## config.mk

```make
export PLATFORM = sky130hd
export DESIGN_NAME = bit_serializer
export DESIGN_NICKNAME = d
export VERILOG_FILES = /design/src/rtl/serializer_pkg.sv /design/src/rtl/bit_tick_gen.sv /design/src/rtl/bit_serializer.sv
export SDC_FILE = /design/constraint.sdc
export NUM_CORES = 1
export LEC_CHECK = 0
export ABC_AREA = 1
export BUFFER_PORTS_ARGS = -buffer_cell sky130_fd_sc_hd__buf_2
export CAP_MARGIN = 10
export CORE_MARGIN = 3
export CORE_UTILIZATION = 45
export CTS_CLUSTER_SIZE = 40
export DETAILED_ROUTE_END_ITERATION = 10
export PLACE_DENSITY = 0.79
export SLEW_MARGIN = 20
export SYNTH_ARGS = -nofsm -noshare
export SYNTH_HDL_FRONTEND = slang
export SYNTH_SLANG_ARGS = --single-unit
export TNS_END_PERCENT = 10
```

## constraint.sdc

```tcl
create_clock -name clk -period 1.5 [get_ports clk]
set_clock_uncertainty 0.2 [all_clocks]
set_input_delay 0.075 -clock clk [delete_from_list [all_inputs] [get_ports clk]]
set_output_delay 0.075 -clock clk [all_outputs]
set_load 0.01 [all_outputs]
```

## src/rtl/serializer_pkg.sv

```systemverilog
// Shared definitions for the bit serializer: FSM state encoding and the
// counter-width helper used to size the bit-period divider.
package serializer_pkg;

    typedef enum logic {
        IDLE  = 1'b0,
        SHIFT = 1'b1
    } state_t;

    // A counter for n states needs $clog2(n) bits; n = 1 still gets one bit.
    function automatic int cnt_width(input int n);
        return (n > 1) ? $clog2(n) : 1;
    endfunction

endpackage

```

## src/rtl/bit_tick_gen.sv

```systemverilog
// Bit-period divider: counts 0..DIV-1 while enabled and flags the last cycle
// of each bit period on tick.
module bit_tick_gen #(
    parameter int DIV = 1
) (
    input  logic clk,
    input  logic rst,
    input  logic clear,
    input  logic en,
    output logic tick
);
    import serializer_pkg::*;

    localparam int            DW   = cnt_width(DIV);
    localparam logic [DW-1:0] LAST = DW'(DIV - 1);

    logic [DW-1:0] cnt;

    // With DIV = 1 the counter never leaves 0, so every enabled cycle ticks.
    always_ff @(posedge clk or negedge rst) begin
        if (!rst) begin
            cnt <= '0;
        end else if (clear) begin
            cnt <= '0;
        end else if (en) begin
            cnt <= (cnt == LAST) ? '0 : cnt + 1'b1;
        end
    end

    assign tick = en && (cnt == LAST);

endmodule

```

## src/rtl/bit_serializer.sv

```systemverilog
// Parallel-to-serial front end: accepts a word on a valid/ready handshake and
// shifts it out one bit per DIV-cycle period, chaining frames with no gap.
module bit_serializer #(
    parameter int   WIDTH     = 8,
    parameter int   DIV       = 1,
    parameter int   MSB_FIRST = 0,
    parameter logic IDLE_BIT  = 1'b0
) (
    input  logic             clk,
    input  logic             rst,
    input  logic             in_valid,
    input  logic [WIDTH-1:0] in_data,
    output logic             in_ready,
    output logic             dout,
    output logic             bit_valid,
    output logic             busy
);
    import serializer_pkg::*;

    localparam int            BW       = $clog2(WIDTH);
    localparam logic [BW-1:0] LAST_BIT = BW'(WIDTH - 1);

    state_t           state, state_n;
    logic [WIDTH-1:0] sreg, sreg_n;
    logic [BW-1:0]    bit_cnt, bit_cnt_n;
    logic             dout_n, bit_valid_n, busy_n;
    logic             tick, transfer, shifting;

    function automatic logic lead_bit(input logic [WIDTH-1:0] w);
        return (MSB_FIRST != 0) ? w[WIDTH-1] : w[0];
    endfunction

    assign shifting = (state == SHIFT);
    // Ready in idle, or in the very last cycle of the final bit so the next
    // frame starts without a gap.
    assign in_ready = rst && (!shifting || (tick && (bit_cnt == LAST_BIT)));
    assign transfer = in_valid && in_ready;

    bit_tick_gen #(
        .DIV(DIV)
    ) u_tick (
        .clk  (clk),
        .rst  (rst),
        .clear(transfer),
        .en   (shifting),
        .tick (tick)
    );

    always_ff @(posedge clk or negedge rst) begin
        if (!rst) begin
            state     <= IDLE;
            sreg      <= '0;
            bit_cnt   <= '0;
            dout      <= IDLE_BIT;
            bit_valid <= 1'b0;
            busy      <= 1'b0;
        end else begin
            state     <= state_n;
            sreg      <= sreg_n;
            bit_cnt   <= bit_cnt_n;
            dout      <= dout_n;
            bit_valid <= bit_valid_n;
            busy      <= busy_n;
        end
    end

    // dout is registered, so each update loads the bit that appears next cycle.
    always_comb begin
        state_n     = state;
        sreg_n      = sreg;
        bit_cnt_n   = bit_cnt;
        dout_n      = IDLE_BIT;
        bit_valid_n = 1'b0;
        busy_n      = 1'b0;

        case (state)
            IDLE: begin
                state_n = IDLE;
            end
            SHIFT: begin
                dout_n = dout;
                busy_n = 1'b1;
                if (tick) begin
                    if (bit_cnt == LAST_BIT) begin
                        state_n   = IDLE;
                        bit_cnt_n = '0;
                        dout_n    = IDLE_BIT;
                        busy_n    = 1'b0;
                    end else begin
                        sreg_n      = (MSB_FIRST != 0) ? (sreg << 1) : (sreg >> 1);
                        bit_cnt_n   = bit_cnt + 1'b1;
                        dout_n      = lead_bit(sreg_n);
                        bit_valid_n = 1'b1;
                    end
                end
            end
            default: begin
                state_n = IDLE;
            end
        endcase

        if (transfer) begin
            state_n     = SHIFT;
            sreg_n      = in_data;
            bit_cnt_n   = '0;
            dout_n      = lead_bit(in_data);
            bit_valid_n = 1'b1;
            busy_n      = 1'b1;
        end
    end

endmodule

```

# Yosys cells after proc, flatten, opt, wreduce, memory -nomap -nowiden
# Index checks and enable logic that the tools add are counted.
# word_totals
output_inout_bits	4
elab_cells	48
in_bits	11
latch_bits	0
reg_bits	16
ramBits	0
romBits	0
mem_count	0
# classes
n_div	0
reduce_logical	10
n_addsub	2
mux	24
order_cmp	0
n_shift	0
n_mul	0
n_eq_ne	3
bitwise_logic	2
# op_table
operator	count
two-way mux 8 bit	4
two-way mux 1 bit	15
two-way mux 3 bit	4
logical AND 1 bit	4
nonzero test 2 bit	2
adder 3 x 1 -> 3 bit, second input constant	1
equality test 3 bit, second input constant	1
!= test 3 x 1 -> 1 bit, second input constant	1
AND reduction 3 bit	1
!= test 2 bit, second input constant	1
inverter 1 bit	2
case mux 1 bit (2 select lines)	1
AND reduction 2 bit	1
adder 1 bit, second input constant	1
zero test 1 bit	1
logical OR 1 bit	1

# Depth between registers and ports, before layout
# depth
depth_word	8
ltp_mapped	9
ltp_nobuf	9

# Cells and area by module
# A second synthesis with hierarchy kept.
# unflattened
cells_unflattened	83
hier_area_um2	666.9
# modules_own_cells
module	instances	cells_each	area_per_inst_um2	seq_area_each_um2
bit_serializer	1	82	659.4	325.3
bit_tick_gen	1	1	7.5	0.0

# Least setup slack after synthesis
# OpenSTA, ideal clock, no wires.
# synth_path
path_type	register -> register
start	register bit_cnt[0]
end	register sreg[3]
period_less_slack_ns	1.496
n_path_buf	0
setup_ns	0.122
required_time_ns	1.178
path_stages_with_launch	8
arrival_ns	1.174
path_slack_ns	0.004
cell_sequence	dfrtp_1 -> ha_1 -> ha_1 -> inv_1 -> nand2_4 -> o21a_4 -> nand2_2 -> nand3_2
# synth_via
elab_chain_cells	7
word_cells_on_any_way	10
classes_between	eq/ne: 2; mux: 1; reduce/logical: 7
# synth_lines
item	line	text
start: declaration	bit_serializer.sv:25	logic [BW-1:0] bit_cnt, bit_cnt_n;
start signal: assignment	bit_serializer.sv:60	bit_cnt <= bit_cnt_n;
equality test 3 bit (*)	bit_serializer.sv:36, bit_serializer.sv:84	
logical AND 1 bit	bit_serializer.sv:36	assign in_ready = rst && (!shifting || (tick && (bit_cnt == LAST_BIT)));
logical OR 1 bit	bit_serializer.sv:36	
logical AND 1 bit	bit_serializer.sv:36	
logical AND 1 bit	bit_serializer.sv:37	assign transfer = in_valid && in_ready;
!= test 2 bit (no source line) or nonzero test 2 bit (tied branches)	n/a	
AND reduction 3 bit (no source line)	n/a	
end signal: assignment	bit_serializer.sv:59	sreg <= sreg_n;
end: declaration	bit_serializer.sv:24	logic [WIDTH-1:0] sreg, sreg_n;
# Mark *: on every way between the ends. The rest lies on a longest branch, timed or not.
# A chain may end at the register's enable or synchronous reset.

# Worst setup path in the final report
# layout_path
start	register bit_cnt[0]
end	output port in_ready
# layout_via
elab_chain_cells	4
# layout_lines
item	line	text
equality test 3 bit	bit_serializer.sv:36	
logical AND 1 bit	bit_serializer.sv:36	
logical OR 1 bit	bit_serializer.sv:36	
logical AND 1 bit	bit_serializer.sv:36	
end: declaration	bit_serializer.sv:13	output logic in_ready,
# Every way passes these cells.

==> results.yml <==
timing:
  finalMaxSlewViolations: 0
  fin_crit_ns: 1.627
  setup_viol: 9
  relSlewSlack_pct: 82.19
  worst_slew_pin_slew_ns: 0.2662
  hold_viol: 0
  fmax_mhz: 614.4
  rsz0062_at_grt: "true"
  fin_crit_sh_pct: 108.5
  setup_tns_ns: -0.9383
  setup_slack_ns: -0.1275
logic_synthesis:
  synthTopCellsByCount: "nand2_1 (26), dfrtp_1 (12), inv_1 (9)"
  yosysTopAreaCellShare_pct: 44.44
  synthCells: 78
  synth_cell_types: 16
  synth_edf_count: 0
  synth_top_flop_cell: "dfrtp_1"
  yosysWarnings: 0
  seq_area_frac_synth_pct: 44.44
  synth_most_common_cell: "nand2_1"
  ys_ff_latch: 12
  synth_nets: 91
  syn_avg_cell_area_um2: 8.662
  synth_largest_area_cell: "dfrtp_1"
  synthTopCellsByArea: "dfrtp_1 (44%), nand2_1 (14%), nand2_2 (5.6%), nand4_1 (5.6%), inv_1 (5.0%)"
  ys_async_sr_fraction_pct: 100.0
  syn_area_um2: 675.6
clock_network:
  clkLatencyLatePin_ns: 0.27
  clk_pin_slew_ns: 0.07
  htree_levels: 1
  root_buffer: "clkbuf_4"
  cts_tree: "done"
  clockBufferDepth: 2
  cts.sinks: 12
  cts_made_buffers: 3
power:
  seqPwrFrac_pct: 30.2
  swShare_pct: 40.65
  combPwrFrac_pct: 59.1
  intPower_uw: 1092
  switching_power_uw: 748.2
  power-per-cell-area_nw_per_um2: 1874
  ir_worst_vdd_uv: 1127
  clkPwrFrac_pct: 10.6
  leakage_uw: 0.0005411
floorplanning:
  row_count: 13
  fp.dieW_um: 44.75
  start_util_pct: 50.05
  die_y_um: 44.75
  core_area_um2: 1350
  die_area_um2: 2003
  boundaryPins: 15
routing:
  drt_wl_total_um: 1593
  dr.pass1.iters: 2
  drt_iter0_drc: 6
  vias_per_cell: 4.829
  routed_wire_length_per_instance_um: 12.35
  vias: 623
  antenna_left: 0
  route.detailed.drc: 0
layout:
  layout.cells.non_filler: 129
  drive_gt1_share_pct: 43.86
  num_antenna_cells: 0
  areaGrowthSynthToFinish_pct: 45.37
  fill_cells: 96
  fin_nets: 129
  final_area_um2: 982.2
placed_design:
  placed_cell_area_um2: 764.5
  gp_congestion: 0.7859
  placed_cells: 107
  dp_hpwl_um: 971.7
  port_buffers: 14
critical_path:
  cp.arrival_ns: 1.35
  cp-start-kind: "register"
  critPathCaptureType: "output pin"
  ff2ff_setup_slack_ns: -0.12
  timing.rr.start: "bit_cnt[0]"
  endpoint: "in_ready"
  path_class: "reg -> out"
  cp-startpoint: "bit_cnt[0]"
  cp.required_ns: 1.22
  worstPathMaxFanout: 4
  reg2reg_depth: 8
  r2r-end: "sreg[3]"
global_routing:
  grt-ovfl-total: 0
  grt_pass1_vias: 602
  grt_max_degree: 10
  grt_first_pass_wirelength_um: 2697
  antenna_found_initial: 0
  grt_usage_pct: 18.81
hold_path:
  hp-class: "in -> reg"
job:
  drv_cap: 0
run_status:
  violations: "setup timing"
  status: "finished, violations left"
-- worst min path at each step --
stage | start | endpoint | slack, ns | cells after the start
6_report | rst | sreg[1] | 0.02 | 3
5_1_grt | rst | sreg[5] | 0.03 | 3
4_1_cts | rst | sreg[1] | 0.004 | 3
3_5_place_dp | rst | sreg[7] | -0.23 | 1
3_3_place_gp | rst | sreg[7] | -0.24 | 1
2_1_floorplan | rst | bit_cnt[0] | -0.42 | 0
-- cell type report --
| type | count | area [um^2] | share of cell area (%) |
|---|---|---|---|
| Multi-Input combinational cell | 51 | 320.3 | 32.61 |
| Sequential cell | 12 | 300.3 | 30.57 |
| Timing Repair Buffer | 36 | 270.3 | 27.52 |
| Inverter | 12 | 50.05 | 5.096 |
| Clock buffer | 3 | 22.52 | 2.293 |
| Tap cell | 15 | 18.77 | 1.911 |
-- flip-flops by register name, indices dropped and copies added (netlist names) --
name and flops:
dout 1, bit_valid 1, sreg 7, bit_cnt 3
-- layout by cell type, fill, tap and decap left out, drive strengths merged --
cell / n
nand4: 6
clkbuf: 3
dlygate4sd3: 10
clkinv: 1
inv: 11
nand2: 33
dfrtp: 12
nand3: 6
buf: 26
o21a: 1
ha: 2
nor2: 1
o21ai: 2
-- worst max-delay path, stage by stage (launching register included) --
cell      delay, ns
dfrtp_1        0.40
ha_2           0.20
ha_4           0.15
inv_2          0.05
nand2_4        0.07
clkinv_4       0.07
nor2_4         0.03
buf_6          0.11
-- power by group through the flow --
stage | combinational (uW) | clock, uW | sequential [uW]
final | 1090 | 196 | 556
after global routing | 1200 | 208 | 574
after CTS | 984 | 199 | 554
after detailed placement | 744 | 0 | 553
after global placement | 716 | 0 | 548
after floorplan | 539 | 0 | 548
-- per-layer routing --
metal  vias to the layer above  GRT usage, %  routed length (um)
met1                       282         25.57                 755
met5                         -             0                   0
met3                         4         3.586                  72
met2                        16         27.79                 735
li1                        321             -                   -
met4                         0         10.84                  29
-- kinds of logic after synthesis --
group | synth area share, %
flops | 44.44
simple gates | 37.41
buf+inv | 10.74
fa+ha+maj | 3.703
compound gates | 3.703
-- timing repair --
item	4_1_cts	5_1_grt
resized for setup	6	4
setup buffers	7	2
pin swaps	1	1
endpoints found under the setup margin	9	13
hold endpoints to repair	20	0
hold buffers	10	0
-- metrics by stage --
stage	util, %	total power, uW	worst slack, ns	hold WS (ns)
after detailed placement	56.63	1297	-0.07252	-0.2276
after floorplan	-	1087	0.003988	-0.4206
final	72.75	1841	-0.1275	0.01682
after CTS	71.18	1737	-0.1205	0.003738
after global placement	56.63	1264	-0.03027	-0.2360
after global routing	72.75	1986	-0.2008	0.02599
No activity file was read; power rests on OpenSTA's default activity.
